[src/rtl/nexus_pkg.sv]
// Shared constants and helpers for the nexus pipelined priority encoder.
package nexus_pkg;

  // Run-time search modes; the encoding 2'd3 is reserved and behaves as MODE_LOW.
  localparam logic [1:0] MODE_LOW  = 2'd0;
  localparam logic [1:0] MODE_HIGH = 2'd1;
  localparam logic [1:0] MODE_RR   = 2'd2;

  // Index width for a vector of n bits (never narrower than one bit).
  function automatic int idx_width(input int n);
    return (n < 2) ? 1 : $clog2(n);
  endfunction

endpackage

[src/rtl/nexus_grp_enc.sv]
// Combinational GROUP-bit encoder: reports whether any bit is set and the
// offsets of the lowest and highest set bits (both 0 when nothing is set).
module nexus_grp_enc
  import nexus_pkg::*;
#(
  parameter int GROUP = 16,
  parameter int LO_W  = idx_width(GROUP)
) (
  input  logic [GROUP-1:0] data_i,
  output logic             any_o,
  output logic [LO_W-1:0]  lo_o,
  output logic [LO_W-1:0]  hi_o
);

  // Downward scan leaves the lowest set bit in lo_o; upward scan leaves the highest in hi_o.
  always_comb begin
    any_o = |data_i;
    lo_o  = '0;
    hi_o  = '0;
    for (int i = GROUP - 1; i >= 0; i--) begin
      if (data_i[i]) lo_o = LO_W'(i);
    end
    for (int i = 0; i < GROUP; i++) begin
      if (data_i[i]) hi_o = LO_W'(i);
    end
  end

endmodule

[src/rtl/nexus_pri_enc_pipe.sv]
// Two-stage pipelined priority encoder for wide PIFO occupancy vectors.
// Stage 1 reduces each GROUP-bit slice to any/lo/hi; stage 2 picks the
// winning group according to the mode and loads the output register.
//
// Handshake: a request moves in on the edge where i_valid && o_ready, a result
// moves out on the edge where o_valid && i_ready. o_valid/o_index/o_found hold
// steady while o_valid && !i_ready, and every accepted request yields exactly
// one result, in order.
module nexus_pri_enc_pipe
  import nexus_pkg::*;
#(
  parameter int WIDTH = 64,
  parameter int GROUP = 16,
  parameter int IDX_W = idx_width(WIDTH)
) (
  input  logic             i_clk,
  input  logic             i_rst,
  input  logic             i_valid,
  output logic             o_ready,
  input  logic [WIDTH-1:0] i_data,
  input  logic [1:0]       i_mode,
  output logic             o_valid,
  input  logic             i_ready,
  output logic [IDX_W-1:0] o_index,
  output logic             o_found,
  output logic [IDX_W-1:0] o_rr_ptr
);

  localparam int NG   = WIDTH / GROUP;
  localparam int LO_W = idx_width(GROUP);

  // ---------------- stage 1: per-group reduction ----------------
  logic [NG-1:0]   g_any;
  logic [LO_W-1:0] g_lo [NG];
  logic [LO_W-1:0] g_hi [NG];

  for (genvar g = 0; g < NG; g++) begin : g_s1_enc
    nexus_grp_enc #(.GROUP(GROUP)) u_enc (
      .data_i (i_data[g*GROUP +: GROUP]),
      .any_o  (g_any[g]),
      .lo_o   (g_lo[g]),
      .hi_o   (g_hi[g])
    );
  end

  logic             s1_valid_q;
  logic [NG-1:0]    s1_any_q;
  logic [LO_W-1:0]  s1_lo_q [NG];
  logic [LO_W-1:0]  s1_hi_q [NG];
  logic [WIDTH-1:0] s1_data_q;
  logic [1:0]       s1_mode_q;

  logic             o_valid_q;
  logic             o_found_q;
  logic [IDX_W-1:0] o_index_q;
  logic [IDX_W-1:0] rr_ptr_q;

  // s2 may take new content when empty or when its current result leaves this edge.
  logic s2_can_load;
  assign s2_can_load = !o_valid_q || i_ready;
  assign o_ready     = !s1_valid_q || s2_can_load;

  // Stage 1 register: captures the group summaries, raw data and mode on input transfer.
  always_ff @(posedge i_clk) begin
    if (i_rst) begin
      s1_valid_q <= 1'b0;
    end else if (o_ready) begin
      s1_valid_q <= i_valid;
      if (i_valid) begin
        s1_any_q  <= g_any;
        s1_lo_q   <= g_lo;
        s1_hi_q   <= g_hi;
        s1_data_q <= i_data;
        s1_mode_q <= i_mode;
      end
    end
  end

  // ---------------- stage 2: round-robin pointer group ----------------
  // The group holding rr_ptr needs a bit-exact search above the pointer
  // offset, so it is re-encoded from raw data with lower offsets masked off.
  logic [IDX_W-1:0] ptr_grp;
  logic [IDX_W-1:0] ptr_base;
  logic [LO_W-1:0]  ptr_off;
  logic [GROUP-1:0] above_mask;
  logic [GROUP-1:0] m_data;
  logic             m_any;
  logic [LO_W-1:0]  m_lo;
  logic [LO_W-1:0]  unused_m_hi;

  assign ptr_grp    = rr_ptr_q >> LO_W;
  assign ptr_base   = ptr_grp << LO_W;
  assign ptr_off    = rr_ptr_q[LO_W-1:0];
  assign above_mask = ({GROUP{1'b1}} << ptr_off) << 1;

  // Select the pointer's group out of the raw stage-1 data and keep only bits above the pointer.
  always_comb begin
    m_data = '0;
    for (int g = 0; g < NG; g++) begin
      if (ptr_grp == IDX_W'(g)) m_data = s1_data_q[g*GROUP +: GROUP];
    end
    m_data = m_data & above_mask;
  end

  nexus_grp_enc #(.GROUP(GROUP)) u_enc_ptr (
    .data_i (m_data),
    .any_o  (m_any),
    .lo_o   (m_lo),
    .hi_o   (unused_m_hi)
  );

  // ---------------- stage 2: result selection ----------------
  logic             low_found, high_found, up_found, found_d;
  logic [IDX_W-1:0] low_idx, high_idx, up_idx, idx_d;

  // Combine group summaries per mode; every index is 0 when nothing qualifies.
  always_comb begin
    low_found  = 1'b0;
    low_idx    = '0;
    high_found = 1'b0;
    high_idx   = '0;
    up_found   = 1'b0;
    up_idx     = '0;
    found_d    = 1'b0;
    idx_d      = '0;
    for (int g = NG - 1; g >= 0; g--) begin
      if (s1_any_q[g]) begin
        low_found = 1'b1;
        low_idx   = IDX_W'(g * GROUP) + IDX_W'(s1_lo_q[g]);
      end
      // Nearest non-empty group strictly above the pointer's group.
      if (s1_any_q[g] && (IDX_W'(g) > ptr_grp)) begin
        up_found = 1'b1;
        up_idx   = IDX_W'(g * GROUP) + IDX_W'(s1_lo_q[g]);
      end
    end
    for (int g = 0; g < NG; g++) begin
      if (s1_any_q[g]) begin
        high_found = 1'b1;
        high_idx   = IDX_W'(g * GROUP) + IDX_W'(s1_hi_q[g]);
      end
    end
    case (s1_mode_q)
      MODE_HIGH: begin
        found_d = high_found;
        idx_d   = high_idx;
      end
      MODE_RR: begin
        // Above the pointer first; otherwise wrap to the overall lowest set bit,
        // which re-grants the pointer itself when it is the only set bit.
        if (m_any) begin
          found_d = 1'b1;
          idx_d   = ptr_base + IDX_W'(m_lo);
        end else if (up_found) begin
          found_d = 1'b1;
          idx_d   = up_idx;
        end else begin
          found_d = low_found;
          idx_d   = low_idx;
        end
      end
      default: begin
        found_d = low_found;
        idx_d   = low_idx;
      end
    endcase
  end

  // Output register and round-robin pointer; both frozen while the output is stalled.
  always_ff @(posedge i_clk) begin
    if (i_rst) begin
      o_valid_q <= 1'b0;
      o_found_q <= 1'b0;
      o_index_q <= '0;
      rr_ptr_q  <= IDX_W'(WIDTH - 1);
    end else if (s2_can_load) begin
      o_valid_q <= s1_valid_q;
      o_found_q <= s1_valid_q && found_d;
      o_index_q <= s1_valid_q ? idx_d : '0;
      if (s1_valid_q && found_d && (s1_mode_q == MODE_RR)) begin
        rr_ptr_q <= idx_d;
      end
    end
  end

  assign o_valid  = o_valid_q;
  assign o_found  = o_found_q;
  assign o_index  = o_index_q;
  assign o_rr_ptr = rr_ptr_q;

endmodule

[config.mk]
export PLATFORM = sky130hd
export DESIGN_NAME = nexus_pri_enc_pipe
export DESIGN_NICKNAME = d
export VERILOG_FILES = /design/src/rtl/nexus_pkg.sv /design/src/rtl/nexus_grp_enc.sv /design/src/rtl/nexus_pri_enc_pipe.sv
export SDC_FILE = /design/constraint.sdc
export NUM_CORES = 1
export LEC_CHECK = 0
export CORE_ASPECT_RATIO = 0.75
export CORE_UTILIZATION = 34
export DETAILED_ROUTE_END_ITERATION = 12
export SETUP_SLACK_MARGIN = 0.02
export SLEW_MARGIN = 30
export SYNTH_ARGS = -nofsm -noshare
export SYNTH_HDL_FRONTEND = slang
export SYNTH_SLANG_ARGS = --single-unit
[constraint.sdc]
create_clock -name i_clk -period 7.1 [get_ports i_clk]
set_clock_uncertainty 0.05 [all_clocks]
set_input_delay 1.42 -clock i_clk [delete_from_list [all_inputs] [get_ports i_clk]]
set_output_delay 1.42 -clock i_clk [all_outputs]
set_load 0.05 [all_outputs]
Yosys cells after proc, flatten, opt, wreduce, memory -nomap -nowiden
Index checks and enable logic that the tools add are counted.
{"block": "totals", "ff_bits": 117, "in_bits": 70, "output_inout_bits": 15}
{"block": "classes", "n_addsub": 7, "order_cmp": 4, "n_eq_ne": 5, "shift": 1, "n_mux": 167, "bitwise_logic": 2, "reduce_logical": 42}
{"cell": "$mux 4", "n": 49}
{"cell": "$mux 3", "n": 48}
{"cell": "$mux 6", "n": 14}
{"cell": "$reduce_or 16->1", "n": 5}
{"cell": "$mux 16", "n": 4}
{"cell": "$reduce_or 8->1", "n": 8}
{"cell": "$mux 2", "n": 24}
{"cell": "$reduce_or 4->1", "n": 8}
{"cell": "$mux 1", "n": 26}
{"cell": "$and 16x16->16", "n": 1}
{"cell": "$reduce_or 2->1", "n": 8}
{"cell": "$shl 16x4->15 const A", "n": 1}
{"cell": "$add 5x4->6 const A", "n": 2}
{"cell": "$add 5x5->6 const A", "n": 2}
{"cell": "$add 6x4->6 const A", "n": 2}
{"cell": "$pmux 6 s2", "n": 1}
{"cell": "$add 6x4->6", "n": 1}
{"cell": "$eq 2x2->1 const B", "n": 3}
{"cell": "$logic_and 1x1->1", "n": 6}
{"cell": "$logic_not 6->1", "n": 1}
{"cell": "$eq 2x1->1 const B", "n": 2}
{"cell": "$gt 1x2->1 const A", "n": 2}
{"cell": "$gt 2x2->1 const A", "n": 2}
{"cell": "$reduce_and 3->1", "n": 1}
{"cell": "5 further kinds", "n": 7}

Logic depth before layout (Yosys ltp)
Gate-level depths: netlist of the first run.
{"block": "logic_depth", "word_depth": 26, "depth_mapped": 11, "mapped_depth_nobuf": 9}

Hierarchy
A second synthesis of the first run with hierarchy kept.
{"block": "hier_totals", "cells_unflattened": 583, "hier_area_um2": 6197.2}
{"mod": "nexus_pri_enc_pipe", "instances": 1, "cells_each": 333, "area_per_inst_um2": 4827.1, "seq_area_each_um2": 3243.1}
{"mod": "nexus_grp_enc", "instances": 5, "cells_each": 50, "area_per_inst_um2": 274.0, "seq_area_each_um2": 0.0}

Worst setup path before layout of the first run
Ideal clock, no wire load.
{"block": "synth_path", "path_kind": "in2reg", "from": "input i_ready", "to": "register s1_any_q[0], enable pin", "setup_ns": 0.469, "arrival_ns": 4.456, "required_ns": 6.581, "slack_ns": 2.125, "cell_stages": 4, "cell_sequence": "nor2b_1 > clkbuf_1 > nand2_1 > and3b_1"}
{"block": "synth_between", "elab_chain_cells": 3}
{"element": "start, declared", "line": "nexus_pri_enc_pipe.sv:23", "rtl": "input logic i_ready,"}
{"element": "$logic_or 1x1->1", "line": "nexus_pri_enc_pipe.sv:60", "rtl": "assign s2_can_load = !o_valid_q || i_ready;"}
{"element": "$logic_or 1x1->1", "line": "nexus_pri_enc_pipe.sv:61", "rtl": "assign o_ready = !s1_valid_q || s2_can_load;"}
{"element": "via o_ready", "line": "nexus_pri_enc_pipe.sv:19", "rtl": "output logic o_ready,"}
{"element": "$reduce_and 3->1 (no line)"}
{"element": "end signal, assigned", "line": "nexus_pri_enc_pipe.sv:70", "rtl": "s1_any_q <= g_any;"}
{"element": "end, declared", "line": "nexus_pri_enc_pipe.sv:47", "rtl": "logic [NG-1:0] s1_any_q;"}
The timed path passes the listed nets, and every way through them passes these cells.
A chain may end at the register's enable or synchronous reset.

Worst setup path in the final report of the first run
{"block": "layout_path", "from": "input i_ready", "to": "output o_ready"}
{"block": "layout_between", "elab_chain_cells": 2}
{"element": "$logic_or 1x1->1", "line": "nexus_pri_enc_pipe.sv:60"}
{"element": "$logic_or 1x1->1", "line": "nexus_pri_enc_pipe.sv:61"}
{"element": "end, declared", "line": "nexus_pri_enc_pipe.sv:19"}
No other way between the ends.

==> results of run 1 <==
[logic make-up (layout without fill, tap and decap cells)]
logic type / Yosys count / after routing
AO/OA/AOI/OAI: 189 / 189
AND/OR/NAND/NOR: 165 / 165
flip-flops: 113 / 113
buffers and inverters: 53 / 150
multiplexers: 24 / 24
adder cells (fa/ha/maj): 2 / 2
[layout make-up]
cell class / count / share of cell area (%)
Clock buffer: 17 / 5.48
Multi-Input combinational cell: 380 / 34.5
Inverter: 31 / 1.50
Sequential cell: 113 / 41.8
Tap cell: 242 / 3.90
Timing Repair Buffer: 87 / 11.1
Clock inverter: 15 / 1.71
[per-stage QoR]
step	power (µW)	area [µm²]	hold slack (ps)	utilization, %
2_1_floorplan	908	6140	446	-
3_3_place_gp	1010	7200	421	40.8
3_5_place_dp	1010	7200	412	40.8
4_1_cts	1810	7760	420	43.9
5_1_grt	1870	7760	447	43.9
6_report	1810	7760	416	43.9
[report_power, final]
part           internal, µW  switching, µW  total (µW)
registers               753           17.8         771
logic                   101            132         233
clock network           483            320         802
total                  1340            469        1810
[Yosys cell counts (8+ instances only)]
master     n  area (µm²)
o21bai_1  24         180
nor2b_1   18         113
edfxtp_1  98        2940
nand2b_1   9        56.3
a21oi_1   43         215
mux4_2     9         203
dfxtp_1   15         300
nor3_1    16        80.1
nor4_1    12        75.1
mux2i_1    8        80.1
and3_1     9        56.3
o21ba_2   10         100
nand2_1   26        97.6
clkbuf_1  17        63.8
o31a_1     9        78.8
inv_1     31         116
o21ai_0   25         125
a211oi_1   8        60.1
o31ai_1   13        97.6
a22oi_1    8        60.1
nor2_1    51         191
nand3_1    8        40.0
[sequential cells by signal, indices dropped and copies added (netlist names)]
register    count
o_index         6
s1_lo_q        16
o_found         1
o_valid         1
s1_data_q      60
o_rr_ptr        6
s1_hi_q        16
s1_mode_q       2
s1_any_q        4
s1_valid_q      1
[worst max-delay path: stages]
cell             delay (ps)
clkdlybuf4s50_1         410
nor2b_1                 530
nand2_1                 150
clkdlybuf4s50_1         730
[final timing paths]
path,startpoint,end,cells after the start
worst min register to register,o_index[4]$_SDFFE_PP0P_,o_index[4]$_SDFFE_PP0P_,2
worst max-delay path,i_ready,o_ready,4
worst max register to register,o_rr_ptr[5]$_SDFFE_PP1P_,o_index[2]$_SDFFE_PP0P_,9
worst min-delay path,o_index[4]$_SDFFE_PP0P_,o_index[4]$_SDFFE_PP0P_,2
[metal layers]
metal  vias up  GRT usage, %
met2       231          27.7
met5         -             0
met4         2          5.34
met1      2428          30.4
met3        17          5.24
li1       2295             -
==> results.py, run 1 <==
metrics = {
    "run_status": {
        "status": "finished clean",
    },
    "placement": {
        "dpl.hpwl_um": 13500,
        "routabilityCongestion": 0.920,
        "place_inst": 853,
        "dp_slack_ps": 2380,
        "io_buffers": 84,
    },
    "floorplanning": {
        "initial_core_util_pct": 34.8,
        "ios": 85,
        "core_region_area_mm2": 0.0177,
        "fp.dieH_um": 118,
        "die_w_um": 157,
        "std_cell_rows": 42,
        "die_area_mm2": 0.0186,
    },
    "synth": {
        "synth-edff-count": 98,
        "ys_ff_latch": 113,
        "synth_ff_type": "edfxtp_1",
        "synth_top_family_by_area": "compound AO/OA/AOI/OAI gates",
        "synth_nets": 618,
        "seq_area_frac_synth_pct": 52.8,
        "synth_compound_area_share_pct": 22.1,
        "synthXorXnorAreaFrac_pct": 0,
        "synth.distinct_cells": 60,
        "synthesis.area_mm2": 0.00614,
        "postSynth.asyncResetShare_pct": 0,
        "synth-simple-area-share_pct": 13.7,
        "synth_warnings": 0,
        "muxShareOfSynthArea_pct": 7.36,
        "synthAdderAreaFrac_pct": 0.408,
        "syn_inst": 546,
        "syn_area_per_cell_um2": 11.2,
    },
    "final_layout": {
        "diodes": 0,
        "layout.nets": 702,
        "seq_area_mm2": 0.00324,
        "final_cell_mix": "edfxtp_1, clkdlybuf4s50_1, nor2_1",
        "multi_input_area_mm2": 0.00268,
        "final_common_cell": "edfxtp_1",
        "instances_no_fill": 885,
        "final_layout_size_suffix_gt1_share_pct": 9.80,
        "fill_cells": 1659,
        "area_growth_pct": 26.4,
    },
    "clocking": {
        "cts_tree": "done",
        "path_clk_slew_ps": 60,
        "htreeDepth": 4,
        "post_cts_resized": 0,
        "postCtsHoldBufs": 0,
        "clk_path_buf_depth": 2,
        "clock-root-buffer": "clkbuf_16",
        "post_cts_buffers": 0,
        "cts.sinks": 113,
        "clock_latency_ps": 410,
        "numCtsBuffers": 17,
    },
    "drt": {
        "routedWlPerCell_um": 19.9,
        "drtIter0Drc": 514,
        "wl_met3_um": 1480,
        "vias": 4973,
        "antenna_left": 0,
        "wl_um": 17600,
        "dr_wl_met2_um": 7390,
        "drc": 0,
        "via_per_inst": 5.62,
        "wl_met1_um": 8590,
        "firstDrtPassIters": 5,
        "highest_layer": "met5",
    },
    "worst_hold_path": {
        "min_path_type": "flop to flop",
    },
    "pwr": {
        "power_leakage_uw": 0.00273,
        "vdd_drop_max_uv": 100,
        "powerDensity_mw_per_mm2": 233,
    },
    "sta": {
        "period_needed_ps": 4720,
        "finalSetupViolations": 0,
        "maxSlewHeadroom_pct": 48.6,
        "fmax_mhz": 212,
        "tightestPinTransition_ps": 763,
        "grt_setup_unrepaired": "false",
        "fin_ws_ps": 2380,
        "slew_viol_final": 0,
        "hold_violations": 0,
        "fin_tns_setup_ps": 0,
        "period_share_pct": 66.5,
    },
    "worst_setup_path": {
        "crit_type": "input pin to output port",
        "start_kind": "input pin",
        "cp_data_arrival_time_ps": 3250,
        "path_max_fanout": 12,
        "cp.required_ps": 5630,
        "r2r_slack_ps": 3670,
        "end_kind": "output port",
    },
    "global_routing": {
        "grt_pass1_wl_um": 27100,
        "grtUsageTotal_pct": 20.0,
        "antenna_found_initial": 1,
        "grt_pass1_vias": 4785,
        "grt_max_degree": 55,
        "grt_overflow": 0,
    },
    "run": {
        "maxCapViolCount": 0,
    },
}
No activity file was read; power rests on OpenSTA's default activity.
==> run 2: changes to the inputs <==
==> constraint.sdc (replaced) <==
create_clock -name i_clk -period 4.58 [get_ports i_clk]
set_clock_uncertainty 0.05 [all_clocks]
set_input_delay 0.916 -clock i_clk [delete_from_list [all_inputs] [get_ports i_clk]]
set_output_delay 0.916 -clock i_clk [all_outputs]
set_load 0.05 [all_outputs]
==> results.py, run 2 (synthesis results as in run 1) <==
metrics = {
    "final_layout": {
        "diodes": 0,
        "final_layout_size_suffix_gt1_share_pct": 10.5,
        "area_growth_pct": 27.9,
        "seq_area_mm2": 0.00324,
        "multi_input_area_mm2": 0.00268,
        "top_regs": "s1_data_q x60, s1_hi_q x16, s1_lo_q x16",
        "final_common_cell": "edfxtp_1",
        "final_cell_mix": "edfxtp_1, clkdlybuf4s50_1, nor2_1",
        "layout.nets": 705,
        "fill_cells": 1659,
        "largest_register_ffs": 60,
        "regMostFlops": "s1_data_q",
    },
    "floorplanning": {
        "initial_core_util_pct": 34.8,
        "fp.dieH_um": 118,
        "std_cell_rows": 42,
        "ios": 85,
        "die_area_mm2": 0.0186,
        "die_w_um": 157,
        "core_region_area_mm2": 0.0177,
    },
    "global_routing": {
        "grt_max_degree": 45,
        "grt_pass1_vias": 4688,
        "grt_pass1_wl_um": 27700,
        "antenna_found_initial": 1,
        "grtUsageTotal_pct": 20.7,
        "grt_overflow": 0,
    },
    "run": {
        "maxCapViolCount": 0,
    },
    "sta": {
        "hold_violations": 0,
        "finalSetupViolations": 0,
        "tightestPinTransition_ps": 844,
        "grt_setup_unrepaired": "false",
        "period_share_pct": 76.9,
        "fin_ws_ps": 1060,
        "fin_tns_setup_ps": 0,
        "worst_hold_slack_ps": 411,
        "period_needed_ps": 3520,
        "slew_viol_final": 0,
        "fmax_mhz": 284,
        "maxSlewHeadroom_pct": 43.6,
    },
    "clocking": {
        "clock_latency_ps": 420,
        "path_clk_slew_ps": 60,
        "htreeDepth": 4,
        "postCtsHoldBufs": 0,
        "cts.sinks": 113,
        "cts_tree": "done",
        "post_cts_resized": 0,
        "numCtsBuffers": 17,
        "post_cts_buffers": 0,
        "clock-root-buffer": "clkbuf_16",
        "clk_path_buf_depth": 2,
    },
    "drt": {
        "firstDrtPassIters": 5,
        "antenna_left": 0,
        "routedWlPerCell_um": 20.9,
        "via_per_inst": 5.64,
        "vias": 5011,
        "drtIter0Drc": 512,
        "wl_um": 18500,
        "drc": 0,
    },
    "worst_setup_path": {
        "cp.required_ps": 4810,
        "end_kind": "flop",
        "path_cells": "buf_4 -> mux4_2 -> a21oi_2 -> o211ai_4 -> nor4_4 -> a221oi_2 -> or3_1 -> a32oi_1 -> nor2_1",
        "crit_type": "flop to flop",
        "startpoint": "o_rr_ptr[4]$_SDFFE_PP1P_",
        "timing.rr.start": "o_rr_ptr[4]$_SDFFE_PP1P_",
        "path_max_fanout": 15,
        "crit_path_top_delay_cell": "dfxtp_1",
        "cp_data_arrival_time_ps": 3760,
        "start_kind": "flop",
        "slowest_delay_ps": 870,
    },
    "pwr": {
        "powerDensity_mw_per_mm2": 373,
        "p_total_uw": 2930,
        "vdd_drop_max_uv": 226,
        "power_leakage_uw": 0.00279,
    },
    "run_status": {
        "status": "finished clean",
    },
    "placement": {
        "routabilityCongestion": 0.918,
        "io_buffers": 84,
        "dp_slack_ps": 1050,
        "dpl.hpwl_um": 14200,
    },
    "worst_hold_path": {
        "min_path_type": "flop to flop",
        "hold_path.startpoint": "o_index[4]$_SDFFE_PP0P_",
    },
}
[run 2: changes by cell type in the layout (fill, tap and decap cells not counted)]
cell / change
buf_12: +2
buf_4: +1
bufinv_16: +2
clkinv_1: -1
clkinv_2: +1
clkinv_4: +2
clkinvlp_4: -3
dfxtp_1: -1
dfxtp_2: +1
inv_6: -1
[run 2: worst max-delay path: cells and delay by family, from the launching register on]
family / cells / cell delay, ps
buffers and inverters: 1 / 330
and+or+nand+nor: 3 / 930
muxes: 1 / 550
DFF: 1 / 870
AOI/OAI and AO/OA: 4 / 650
[run 2: area by class of cell]
cell class	instances	area share (%)
tap	242	3.85
multi-input combinational	380	34.1
clock inverter	15	2.29
inverter	31	1.48
clock buffer	17	5.42
timing repair buffer	90	11.6
sequential	113	41.3
[run 2: path summary, 6_finish.rpt]
check,endpoint,slack [ps],cells past startpoint
worst max register to register,o_index[2]$_SDFFE_PP0P_,1060,9
worst min-delay path,o_index[4]$_SDFFE_PP0P_,410,2
worst max-delay path,o_index[2]$_SDFFE_PP0P_,1060,9
worst min register to register,o_index[4]$_SDFFE_PP0P_,410,2
[run 2: power breakdown]
group / total [µW] / switching (µW) / internal (µW)
Sequential: 1210 / 38.4 / 1170
Combinational: 355 / 194 / 161
Clock: 1370 / 508 / 860
Total: 2930 / 740 / 2190
[run 2: stage by stage]
stage	instances	area [µm²]	utilization (%)
floorplan	546	6140	-
global placement	856	7250	41.1
detailed placement	856	7250	41.1
CTS	888	7850	44.5
global route	888	7860	44.5
finish	888	7860	44.5
[run 2: metal layers]
metal | wire, µm | track usage, % | vias to the layer above
met5 | 0 | 0 | -
met4 | 323 | 6.67 | 0
met3 | 1750 | 5.57 | 21
met2 | 7580 | 27.7 | 242
met1 | 8880 | 31.7 | 2427
li1 | - | - | 2321
==> run 3: changes to the inputs <==
==> constraint.sdc (replaced) <==
create_clock -name i_clk -period 3.3 [get_ports i_clk]
set_clock_uncertainty 0.05 [all_clocks]
set_input_delay 0.66 -clock i_clk [delete_from_list [all_inputs] [get_ports i_clk]]
set_output_delay 0.66 -clock i_clk [all_outputs]
set_load 0.05 [all_outputs]
==> results.py, run 3 (synthesis results as in run 1) <==
metrics = {
    "run_status": {
        "status": "finished clean",
    },
    "drt": {
        "wl_um": 18500,
        "routedWlPerCell_um": 20.7,
        "drtIter0Drc": 600,
        "via_per_inst": 5.64,
        "firstDrtPassIters": 5,
        "drc": 0,
        "antenna_left": 0,
        "vias": 5047,
    },
    "worst_hold_path": {
        "min_path_type": "flop to flop",
        "min_delay_path_depth": 2,
        "hold_path.startpoint": "o_index[4]$_SDFFE_PP0P_",
    },
    "global_routing": {
        "grt_max_degree": 39,
        "grt_pass1_vias": 4822,
        "grt_overflow": 0,
        "grt_pass1_wl_um": 28700,
        "antenna_found_initial": 0,
        "grtUsageTotal_pct": 21.2,
    },
    "worst_setup_path": {
        "start_kind": "flop",
        "path_max_fanout": 27,
        "startpoint": "o_rr_ptr[4]$_SDFFE_PP1P_",
        "r2r_cells": 10,
        "crit_type": "flop to flop",
        "end_kind": "flop",
        "timing.rr.start": "o_rr_ptr[4]$_SDFFE_PP1P_",
        "cp.required_ps": 3580,
        "cp_data_arrival_time_ps": 3330,
    },
    "clocking": {
        "path_clk_slew_ps": 60,
        "postCtsHoldBufs": 0,
        "clock-root-buffer": "clkbuf_16",
        "clk_path_buf_depth": 2,
        "clock_latency_ps": 420,
        "cts_tree": "done",
        "cts.sinks": 113,
        "post_cts_resized": 0,
        "post_cts_buffers": 0,
        "htreeDepth": 4,
        "numCtsBuffers": 17,
    },
    "floorplanning": {
        "ios": 85,
        "die_area_mm2": 0.0186,
        "std_cell_rows": 42,
        "core_region_area_mm2": 0.0177,
        "fp.dieH_um": 118,
        "die_w_um": 157,
        "initial_core_util_pct": 34.8,
    },
    "final_layout": {
        "top_regs": "s1_data_q x60, s1_hi_q x16, s1_lo_q x16",
        "final_common_cell": "edfxtp_1",
        "diodes": 0,
        "post-route-util_pct": 44.9,
        "final_cell_mix": "edfxtp_1, clkdlybuf4s50_1, nor2_1",
        "largest_register_ffs": 60,
        "layout.nets": 712,
        "regMostFlops": "s1_data_q",
        "area_growth_pct": 29.2,
        "final_layout_size_suffix_gt1_share_pct": 11.5,
    },
    "pwr": {
        "powerDensity_mw_per_mm2": 512,
        "power_leakage_uw": 0.00283,
        "vdd_drop_max_uv": 358,
    },
    "placement": {
        "io_buffers": 84,
        "dp_slack_ps": 310,
        "dpl.hpwl_um": 14300,
        "routabilityCongestion": 0.891,
    },
    "sta": {
        "finalSetupViolations": 0,
        "slew_viol_final": 0,
        "fin_ws_ps": 245,
        "period_needed_ps": 3050,
        "fmax_mhz": 327,
        "maxSlewHeadroom_pct": 40.4,
        "fin_tns_setup_ps": 0,
        "tightestPinTransition_ps": 886,
        "period_share_pct": 92.6,
        "grt_setup_unrepaired": "false",
        "hold_violations": 0,
    },
    "run": {
        "maxCapViolCount": 0,
    },
}
## run 3: cell types whose count changed in the layout (fill, tap and decap cells not counted)
cell | before | now
clkbuf_1 | 0 | 1
buf_12 | 2 | 4
clkdlybuf4s50_1 | 84 | 83
dfxtp_2 | 1 | 0
clkinv_2 | 2 | 1
buf_4 | 4 | 10
clkinv_4 | 3 | 5
dfxtp_1 | 14 | 15
inv_6 | 4 | 3
clkinv_1 | 1 | 0
## run 3: final cells by class
cell class,count,area (µm²)
multi-input combinational,380,2680
timing repair buffer,97,986
tap,242,303
clock inverter,14,180
clock buffer,18,429
fill,1658,9720
sequential,113,3240
inverter,31,116
## run 3: per-layer routing
metal / vias to the layer above / track usage [%] / wire [µm]
met1: 2472 / 32.4 / 8710
met3: 13 / 4.77 / 1710
met5: - / 0 / 0
met4: 0 / 4.37 / 112
li1: 2324 / - / -
met2: 238 / 30.3 / 8000
## run 3: worst paths after layout
kind                                            endpoint  slack (ps)
worst max-delay path            o_rr_ptr[4]$_SDFFE_PP1P_         250
worst min-delay path             o_index[4]$_SDFFE_PP0P_         410
worst max register to register  o_rr_ptr[4]$_SDFFE_PP1P_         250
worst min register to register   o_index[4]$_SDFFE_PP0P_         410
## run 3: stage by stage
step | cell area, µm² | hold slack [ps] | total power (µW) | std cells
after global routing | 7930 | 444 | 4200 | 895
after detailed placement | 7320 | 410 | 2200 | 863
after CTS | 7930 | 416 | 4090 | 895
final | 7930 | 410 | 4060 | 895
after floorplan | 6140 | 446 | 1950 | 546
after global placement | 7320 | 408 | 2190 | 863
## run 3: where the power goes
| part | total [µW] | internal, µW | leakage (µW) | switching (µW) |
|---|---|---|---|---|
| Combinational | 513 | 233 | 0.00148 | 280 |
| Clock | 1880 | 1200 | 0.000291 | 687 |
| Sequential | 1660 | 1620 | 0.00106 | 42.0 |
## run 3: worst max-delay path: stages (launching register included)
cell	delay [ps]
dfxtp_1	350
buf_12	200
mux4_1	650
a22oi_2	230
o21ai_1	230
nor4_4	350
buf_4	200
o211ai_1	100
nand3_1	310
o21ai_0	160
o21ai_0	110
